File: config.mk
export PLATFORM = sky130hd
export DESIGN_NAME = secventiator_intersectie
export DESIGN_NICKNAME = d
export VERILOG_FILES = /design/src/rtl/secventiator_intersectie.sv
export SDC_FILE = /design/constraint.sdc
export NUM_CORES = 1
export LEC_CHECK = 0
export CAP_MARGIN = 20
export CORE_UTILIZATION = 48
export DETAILED_ROUTE_END_ITERATION = 8
export PLACE_DENSITY_LB_ADDON = 0.3
export SLEW_MARGIN = 0
export SYNTH_ARGS = -nofsm -noshare
export SYNTH_HDL_FRONTEND = slang
export SYNTH_SLANG_ARGS = --single-unit
File: constraint.sdc
create_clock -name clk_i -period 2.7 [get_ports clk_i]
set_clock_uncertainty 0.1 [all_clocks]
set_input_delay 0.405 -clock clk_i [delete_from_list [all_inputs] [get_ports clk_i]]
set_output_delay 0.405 -clock clk_i [all_outputs]
set_load 0.02 [all_outputs]
File: src/rtl/secventiator_intersectie.sv
// Two-direction intersection light sequencer: tick-timed phases, pedestrian
// shortening of green, flashing-yellow night mode and enable-gated freeze.
module secventiator_intersectie #(
   parameter int T_VERDE      = 10,
   parameter int T_GALBEN     = 3,
   parameter int T_ROSU_TOTAL = 2,
   parameter int T_VERDE_MIN  = 4
) (
   input  logic       clk_i,
   input  logic       rst_i,
   input  logic       enable_i,
   input  logic       tick_i,
   input  logic       cerere_pieton_i,
   input  logic       mod_noapte_i,
   output logic [1:0] w_v_o,
   output logic       tranzit_v_o,
   output logic [1:0] w_o_o,
   output logic       tranzit_o_o,
   output logic [2:0] faza_o
);

   typedef enum logic [2:0] {
      RT1      = 3'd0,
      V_VERDE  = 3'd1,
      V_GALBEN = 3'd2,
      RT2      = 3'd3,
      O_VERDE  = 3'd4,
      O_GALBEN = 3'd5,
      NOAPTE   = 3'd6
   } faza_t;

   // Counter value seen on the last tick of each phase
   localparam logic [7:0] VERDE_ULT  = 8'(T_VERDE - 1);
   localparam logic [7:0] GALBEN_ULT = 8'(T_GALBEN - 1);
   localparam logic [7:0] ROSU_ULT   = 8'(T_ROSU_TOTAL - 1);
   localparam logic [7:0] MIN_ULT    = 8'(T_VERDE_MIN - 1);

   localparam logic [1:0] ROSU     = 2'b00;
   localparam logic [1:0] GALBEN   = 2'b01;
   localparam logic [1:0] VERDE    = 2'b10;
   localparam logic [1:0] ROSU_TOT = 2'b11;

   faza_t      stare, stare_next;
   logic [7:0] contor, contor_next;
   logic       cerere, cerere_next;
   logic       expirat;

   function automatic faza_t urmatoarea(input faza_t f);
      case (f)
         RT1:      return V_VERDE;
         V_VERDE:  return V_GALBEN;
         V_GALBEN: return RT2;
         RT2:      return O_VERDE;
         O_VERDE:  return O_GALBEN;
         O_GALBEN: return RT1;
         default:  return RT1;
      endcase
   endfunction

   // Returns {vertical, horizontal} light codes for a phase
   function automatic logic [3:0] lumini(input faza_t f);
      case (f)
         V_VERDE:  return {VERDE, ROSU};
         V_GALBEN: return {GALBEN, ROSU};
         O_VERDE:  return {ROSU, VERDE};
         O_GALBEN: return {ROSU, GALBEN};
         NOAPTE:   return {GALBEN, GALBEN};
         default:  return {ROSU_TOT, ROSU_TOT};
      endcase
   endfunction

   // The latch is read as registered, so a request on a tick acts on a later tick
   always_comb begin
      expirat = 1'b0;
      case (stare)
         RT1, RT2:           expirat = (contor == ROSU_ULT);
         V_VERDE, O_VERDE:   expirat = (contor == VERDE_ULT) || (cerere && (contor >= MIN_ULT));
         V_GALBEN, O_GALBEN: expirat = (contor == GALBEN_ULT);
         default:            expirat = 1'b0;
      endcase
   end

   always_comb begin
      stare_next  = stare;
      contor_next = contor;
      cerere_next = cerere;
      if (enable_i) begin
         if (tick_i) begin
            contor_next = contor + 8'd1;
         end
         if (cerere_pieton_i && (stare != NOAPTE)) begin
            cerere_next = 1'b1;
         end
         if (mod_noapte_i) begin
            stare_next = NOAPTE;
         end else if (stare == NOAPTE) begin
            stare_next = RT1;
         end else if (tick_i && expirat) begin
            stare_next = urmatoarea(stare);
         end
         if (stare_next != stare) begin
            contor_next = 8'd0;
            if ((stare_next == RT1) || (stare_next == RT2)) begin
               cerere_next = 1'b0;
            end
         end
      end
   end

   // Outputs are decoded from the next state so they change on the transition edge
   always_ff @(posedge clk_i or posedge rst_i) begin
      if (rst_i) begin
         stare       <= RT1;
         contor      <= 8'd0;
         cerere      <= 1'b0;
         w_v_o       <= ROSU_TOT;
         w_o_o       <= ROSU_TOT;
         tranzit_v_o <= 1'b0;
         tranzit_o_o <= 1'b0;
         faza_o      <= 3'd0;
      end else begin
         stare            <= stare_next;
         contor           <= contor_next;
         cerere           <= cerere_next;
         {w_v_o, w_o_o}   <= lumini(stare_next);
         tranzit_v_o      <= (stare_next == NOAPTE);
         tranzit_o_o      <= (stare_next == NOAPTE);
         faza_o           <= stare_next;
      end
   end

endmodule

==> metrics.txt <==
outcome=finished, final reports clean; fmax=386 MHz; Synth cell types=46; leak pwr=0.580 nW; Via density=5.46; Comb power frac=50.2%; Max VDD drop=0.530 mV; Design Area, Final=1350 um^2; total routed wirelength=2190 um; sequential power share=36.3%; drt wl/cell=13.2 um; DR WL met2=1110 um; via count=906; Fill cells=183; Die Wd=50.0 um; Most used DFF post-synth=dfrtp_1; Die H=50.0 um; Max Slew Vio Count=0; Setup Fix Bufs, Post-CTS=0; crit path cell chain=ha_1 > or4_1 > o21ai_1 > o22ai_2 > or2_4 > a22oi_2 > inv_1 > ha_2 > a22o_1 > o21bai_1; # setup viols final=0; routed wl met3=82 um; Pre-antenna DRT Iters=4; area grow syn2layout=22.1%; Hold Crit Class=in2async; clock share of power=13.4%; CTS Root Cell=clkbuf_4; CP max stage cell=or4_1; sequential share of the synthesized area=39.0%; met1 wire length=958 um; Switching Share=38.2%; Final Cycle Share=96.0%; Cell Area, Synth=1100 um^2; Final #Nets=149; min cycle time layout=2.59 ns; total of warnings raised by yosys=0; ys async rst share=100%; maximum fanout along the worst path=4; antenna violations before repair=0; Max Used Layer=met4; share of cells above drive strength 1=24.6%; pin count of the biggest net entering global routing=18; crit path capture type=register; GP Congestion=0.859; Placed Area=1320 um^2; Post-Syn Area per Cell=9.61 um^2; Clock Path Buffers=2; GRT overflow=0; power density over the cells=780 nW/um^2; vias in the first global route=843; core area=2190 um^2; slew margin rel.=58.1%; Final Hold Fails=0; most frequent cells in the layout=15 x nor2_1, 14 x clkdlybuf4s50_1, 13 x dfrtp_1; DIE AREA=2500 um^2; Port Buf Inserts=14; maxcap violations=0; clock tree sinks=17; Internal Power=0.649 mW; H-tree depth=1; Skew-Pair Late Insertion Delay=0.30 ns; data required time of the worst path=2.84 ns; total global-route track usage=19.8%; RSZ-0062 raised after global routing=no; first-pass GRT wire length=3690 um; CTS Buf Count=3; Worst Path Arrival=2.73 ns; syn nets=125; NetSw=0.402 mW; Worst-path clk slew=0.10 ns; Worst setup SP type=register; commonest non-fill, non-tap cell in the layout=nor2_1; setup TNS=0 ns; number of synthesized flops with an enable pin=0; num ports=15; Mapped Cells=115; Post-DRT Antenna Nets=0; slowest stage delay, CP=0.42 ns; placement row count=17; worst slew pin tran=0.627 ns; CTS tree=built; HPWL after DPL=1660 um; Starting Density=50.4%; # DRC=0; Ant. Diodes=0; Starting DRT DRC Count=20; CP Class=reg2reg; Seq cells post-synth=17
[metal layers]
metal	vias to the layer above	track usage (%)
met1	432	23.5
met4	0	7.62
met5	-	0
li1	446	-
met3	7	5.25
met2	21	33.8
[metrics by stage]
step	util [%]	hold WS, ns	setup WS [ns]	cells	power [mW]
after floorplan	-	0.228	0.118	115	0.724
after global placement	60.1	0.447	0.0452	162	0.899
after detailed placement	60.1	0.453	0.0280	162	0.912
after CTS	61.5	0.386	0.0572	166	1.06
after global routing	61.6	0.430	0.00241	166	1.12
final	61.6	0.368	0.108	166	1.05
[state kept, by name, indices dropped and copies added (netlist names)]
register / flops
cerere: 1
contor: 8
stare: 3
tranzit_o_o: 1
w_o_o: 2
w_v_o: 2
[path summary, 6_finish.rpt]
check	depth (start not counted)	from	slack [ns]	endpoint
min in group clk_i	2	cerere$_DFFE_PP0P_	0.49	cerere$_DFFE_PP0P_
max reg2reg	10	contor[0]$_DFFE_PP0P_	0.11	w_v_o[0]$_DFF_PP1_
max	10	contor[0]$_DFFE_PP0P_	0.11	w_v_o[0]$_DFF_PP1_
min reg2reg	2	cerere$_DFFE_PP0P_	0.49	cerere$_DFFE_PP0P_
min	2	rst_i	0.37	tranzit_o_o$_DFF_PP0_
max in group asynchronous	2	rst_i	1.72	contor[7]$_DFFE_PP0P_
[layout make-up]
| class | count | area [um^2] | area share (%) |
|---|---|---|---|
| sequential | 17 | 430 | 31.9 |
| multi-input combinational | 86 | 608 | 45.1 |
| inverter | 6 | 22.5 | 1.67 |
| clock inverter | 1 | 7.51 | 0.557 |
| clock buffer | 3 | 22.5 | 1.67 |
| timing repair buffer | 25 | 223 | 16.5 |
| tap | 28 | 35.0 | 2.60 |
[power by group through the flow]
| stage | combinational (mW) | sequential (mW) | clock (mW) |
|---|---|---|---|
| after floorplan | 0.278 | 0.445 | 0 |
| after global placement | 0.513 | 0.386 | 0 |
| after detailed placement | 0.525 | 0.387 | 0 |
| after CTS | 0.528 | 0.382 | 0.146 |
| after global routing | 0.574 | 0.392 | 0.152 |
| final | 0.528 | 0.382 | 0.141 |
[synthesized netlist by cell type (all sizes together), types with 2 or more instances]
cell,n,area (um^2)
a211oi,3,35.0
a21oi,3,18.8
a22oi,2,20.0
and2,3,21.3
and2b,2,17.5
clkbuf,5,38.8
dfrtp,13,325
dfstp,4,105
ha,4,50.1
inv,6,22.5
nand2,8,30.0
nand3,2,10.0
nand4,4,25.0
nor2,15,56.3
nor2b,4,25.0
nor3b,2,15.0
o21ai,7,38.8
or3,3,23.8
xnor2,2,17.5
xor2,5,43.8
[logic make-up after synthesis]
kind of cell | after synthesis | share of synthesized area, %
compound gates | 25 | 19.9
buf+inv | 12 | 6.23
flops | 17 | 39.0
xor+xnor | 7 | 5.55
simple gates | 50 | 24.8
fa+ha+maj | 4 | 4.53
[what timing repair did]
| item | CTS | global route |
|---|---|---|
| hold buffers | 0 | 0 |
| resized for setup | 0 | 2 |
| endpoints found under the setup margin | 0 | 2 |
[worst max-delay path: cells and delay by family (launching register included)]
| family | cells | cell delay, ns |
|---|---|---|
| buffers and inverters | 1 | 0.09 |
| flip-flops | 1 | 0.39 |
| adder cells (fa/ha/maj) | 2 | 0.43 |
| AO/OA/AOI/OAI | 5 | 0.80 |
| AND/OR/NAND/NOR | 2 | 0.72 |
No activity file was read; power rests on OpenSTA's default activity.
==> variant 1 (config.mk and constraints unchanged) <==
Reset style: synchronous (`rst_i`), changed in one clocked block.
--- a/src/rtl/secventiator_intersectie.sv
+++ b/src/rtl/secventiator_intersectie.sv
@@ -110,3 +110,3 @@
    // Outputs are decoded from the next state so they change on the transition edge
-   always_ff @(posedge clk_i or posedge rst_i) begin
+   always_ff @(posedge clk_i) begin
       if (rst_i) begin
Behaviour: differs if rst_i is asserted again (counterexample within 4 cycles, from zero or initial values and one cycle with rst_i high); with rst_i held inactive, the same outputs for 10 cycles.
==> variant 1 against the original RTL <==
Design area increased by 9.3%; die area decreased by 0.76%; setup slack worse by 0.076 ns; count of clock-buffer cells in the layout rose by 1; sequential cell count did not move; area after synthesis shrank 0.79%; synthesized cell count is 15% higher; wire length is 26% higher; critical path type unchanged.
Power is not compared: it rests on default switching activity, and its combinational part moved more than twofold at a synthesized area within 25%.
==> variant 1: results <==
set metrics [dict create \
    status "finished clean" \
    period_needed_ns 2.668 \
    final_nets 176 \
    grt.total_usage 0.2381 \
    synth-async-reset-ratio 0 \
    critical-path-max-stage-delay_ns 0.39 \
    vias_per_cell 5.719 \
    syn_inst 132 \
    grt_pass1_vias 1039 \
    synthAdderAreaFrac 0.04566 \
    grt_max_degree 13 \
    synth-main-ff-cell "dfxtp_1" \
    grt_pass1_wl_mm 4.491 \
    synth_cell_types 45 \
    hpwl_mm 2.036 \
    crit_start "contor[5]" \
    r2r_start "contor[5]" \
    synthXorXnorAreaFrac 0.07192 \
    endpoint "w_o_o[1]" \
    ff2ff_setup_slack_ns 0.03 \
    syn-num-nets 142 \
    place_congestion 0.8497 \
    finalWirelength_mm 2.766 \
    synth_compound_area_frac 0.2534 \
    wl_met3_um 80 \
    post-place-ws_ns -0.2105 \
    synthTopCellsByArea "dfxtp_1 31%, nor2_1 6.2%, ha_1 4.6%" \
    crit_fanout 5 \
    drive_gt1_frac 0.2788 \
    clockRootBuffer "clkbuf_4" \
    crit_family "simple AND/OR/NAND/NOR gates" \
    met1_length_mm 1.176 \
    routed-via-count 1098 \
    yosys-top-cells-count "18 x nor2_1, 17 x dfxtp_1, 10 x nand2_1, 7 x inv_1, 6 x clkbuf_1" \
    worst_ep_arrival_time_ns 2.76 \
    r2r_cells 9 \
    slowest_stage "or3_4" \
    n_fill_cell 176 \
    hp-class "reg2reg" \
    initialDrtViolationCount 27 \
]
-- variant 1: layout make-up --
cell class,count,area (um2),share of cell area
Multi-Input combinational cell,101,739.5,0.5017
Sequential cell,17,342.8,0.2326
Timing Repair Buffer,36,305.3,0.2071
Tap cell,27,33.78,0.02292
Clock buffer,4,26.28,0.01783
Inverter,7,26.28,0.01783
-- variant 1: worst min-delay path by stage --
stage | startpoint | end | slack, ns | cells past startpoint
3_3_place_gp | contor[2] | contor[2] | 0.42 | 2
2_1_floorplan | contor[2] | contor[2] | 0.39 | 2
5_1_grt | contor[6] | contor[6] | 0.46 | 2
3_5_place_dp | contor[2] | contor[2] | 0.45 | 2
6_report | contor[6] | contor[6] | 0.44 | 2
4_1_cts | contor[7] | contor[7] | 0.47 | 2
-- variant 1: power groups by stage --
stage / clock network (mW) / logic, mW / registers, mW
3_5_place_dp: 0 / 0.138 / 0.276
2_1_floorplan: 0 / 0.0703 / 0.289
6_report: 0.145 / 0.144 / 0.270
5_1_grt: 0.154 / 0.157 / 0.272
3_3_place_gp: 0 / 0.136 / 0.275
4_1_cts: 0.147 / 0.140 / 0.270
-- variant 1: through the flow --
stage / power (mW) / hold WS [ns]
floorplan: 0.3592 / 0.3927
global placement: 0.4108 / 0.4210
detailed placement: 0.4139 / 0.4490
CTS: 0.5561 / 0.4696
global route: 0.5829 / 0.4553
finish: 0.5591 / 0.4387
-- variant 1: worst register-to-register path: stages, from the launching register on --
cell,delay (ns)
dfxtp_2,0.34
or3_4,0.39
or3_4,0.38
a211oi_4,0.27
o31ai_1,0.13
o21ai_1,0.22
buf_4,0.15
nand2_1,0.05
ha_1,0.26
or2_2,0.29
-- variant 1: repair_timing --
item,4_1_cts,5_1_grt
buffers inserted,0,4
pin swaps,0,3
endpoints found under the hold margin,0,0
cloned,0,0
endpoints found under the setup margin,2,3
resized for setup,4,8
-- variant 1: cells by family (layout without fill, tap and decap cells) --
group | after synthesis | count (layout)
AND/OR/NAND/NOR | 56 | 56
AO/OA/AOI/OAI | 32 | 32
flip-flops | 17 | 17
buffers and inverters | 14 | 47
XOR/XNOR | 9 | 9
adder cells (fa/ha/maj) | 4 | 4
-- variant 1: layer usage --
metal  up-vias  global-route usage
li1        543                   -
met1       523              0.2642
met2        22              0.4459
met3        10             0.05556
met4         0             0.06190
met5         -                   0
==> variant 2 (same settings) <==
Without the edit above. Set the parameter `T_VERDE` to 5 (it was 10).
--- a/src/rtl/secventiator_intersectie.sv
+++ b/src/rtl/secventiator_intersectie.sv
@@ -3,3 +3,3 @@
 module secventiator_intersectie #(
-   parameter int T_VERDE      = 10,
+   parameter int T_VERDE      = 5,
    parameter int T_GALBEN     = 3,
Check against the original RTL: not equivalent (Yosys sat finds a counterexample within 10 cycles, from zero or initial values and one cycle with rst_i high).
==> variant 2 against the original RTL <==
The flow now finishes with violations (negative setup slack); area after synthesis is 4.2% higher; wire length is 29% higher; sequential power is 13% higher; combinational power is 89% higher; critical path type unchanged; synthesized cell count is 1.7% higher; sequential cell count stayed put; design area is 18% higher; non-clock buffer count is 14 higher; hold slack better by 0.033 ns; power is 50% higher; largest power group unchanged; setup slack worse by 0.18 ns.
==> variant 2: results <==
set metrics [dict create \
    status "complete, but fails checks" \
    failed_checks "negative setup slack" \
    synthTopCellsByArea "dfrtp_1 28%, dfstp_2 9.1%, xor2_1 4.6%" \
    vdd_drop_max_mv 0.7872 \
    synth_cell_types 41 \
    initialDrtViolationCount 24 \
    place_congestion 0.8391 \
    grt_pass1_vias 1082 \
    p_leak_nw 0.6906 \
    synth-async-reset-ratio 1.000 \
    crit_fanout 5 \
    drive_gt1_frac 0.3791 \
    synth_compound_area_frac 0.1880 \
    slew_headroom 0.5665 \
    routedWlPerCell_um 15.61 \
    critical-path-max-stage-delay_ns 0.58 \
    p_sw_mw 0.6564 \
    hpwl_mm 2.006 \
    grt.overflow.total 0 \
    crit_family "simple AND/OR/NAND/NOR gates" \
    slowest_stage "or4_4" \
    reg_top3 "contor x8, stare x3" \
    grt.total_usage 0.2506 \
    cts_made_buffers 3 \
    grt_pass1_wl_mm 4.788 \
    clockRootBuffer "clkbuf_4" \
    vias_per_cell 5.580 \
    final_nets 164 \
    synthXorXnorAreaFrac 0.06087 \
    post-place-ws_ns -0.2207 \
    yosys-top-cells-count "13 x dfrtp_1, 8 x inv_1, 8 x nor2_2, 7 x nand2_1, 7 x nand3_1" \
    synthAdderAreaFrac 0.04348 \
    worst_ep_arrival_time_ns 2.88 \
    n_antenna_cell 0 \
    fin_ws_ns -0.07033 \
    drt-pass1-iter-count 5 \
    setup_viol 2 \
    syn-num-nets 127 \
    ys_seq_area_frac 0.3739 \
]
==> variant 2: changes by cell type in the layout (fill, tap and decap cells not counted), sizes merged, moves of 3 or more <==
cell / unedited run / this run
nand3: 2 / 7
or3: 3 / 0
nor2: 15 / 12
buf: 11 / 25
nand2b: 1 / 4
o21ai: 7 / 3
==> variant 2: path summary, 6_finish.rpt <==
check | startpoint | to | slack, ns | cells after the start
worst max-delay path | contor[6] | w_o_o[0] | -0.07 | 9
worst min-delay path | rst_i | stare[2] | 0.40 | 2
worst max register to register | contor[6] | w_o_o[0] | -0.07 | 9
worst min register to register | cerere | cerere | 0.54 | 2
max in group asynchronous | rst_i | contor[1] | 1.69 | 2
min in group clk_i | cerere | cerere | 0.54 | 2
==> variant 2: final cells by class <==
cell class | count | area [um2]
multi-input combinational | 85 | 714.4
fill | 159 | 640.6
sequential | 17 | 430.4
timing repair buffer | 39 | 356.6
tap | 28 | 35.03
inverter | 8 | 30.03
clock buffer | 4 | 26.28
==> variant 2: logic make-up after synthesis <==
family,after synthesis
and+or+nand+nor,52
buffers and inverters,15
DFF,17
adders and majority gates,4
AOI/OAI and AO/OA,21
xor gates and xnor gates,8
==> variant 2: through the flow <==
stage	TNS, ns	cell area (um2)	std cells	power, mW
2_1_floorplan	0	1159	117	0.9717
3_3_place_gp	-0.1543	1454	170	1.284
6_report	-0.1294	1593	181	1.574
3_5_place_dp	-0.4646	1454	170	1.304
4_1_cts	-0.2302	1573	179	1.534
5_1_grt	-0.8409	1593	181	1.670
==> variant 2: power by group through the flow <==
stage | combinational [mW] | clock [mW] | sequential (mW)
2_1_floorplan | 0.479 | 0 | 0.493
3_3_place_gp | 0.854 | 0 | 0.430
3_5_place_dp | 0.871 | 0 | 0.433
4_1_cts | 0.965 | 0.139 | 0.430
5_1_grt | 1.08 | 0.153 | 0.441
6_report | 1.00 | 0.138 | 0.432
==> variant 2: repair_timing <==
action	in CTS	in global routing
setup endpoints to repair	3	13
buffers inserted	5	3
pin swaps	4	4
resized for setup	9	2
hold buffers	0	0
==> variant 2: worst register-to-register path, stage by stage (launching register included) <==
cell      delay (ns)
dfrtp_1         0.39
or4_4           0.58
or4_4           0.45
a31oi_4         0.23
and2_4          0.23
buf_12          0.11
o211ai_4        0.07
buf_6           0.16
and2_4          0.14
o32ai_2         0.24
==> variant 2: routing by layer <==
metal / routed length (um) / GRT usage
met1: 1209 / 0.3061
met2: 1454 / 0.4276
met3: 92 / 0.04464
met4: 68 / 0.1111
met5: 0 / 0
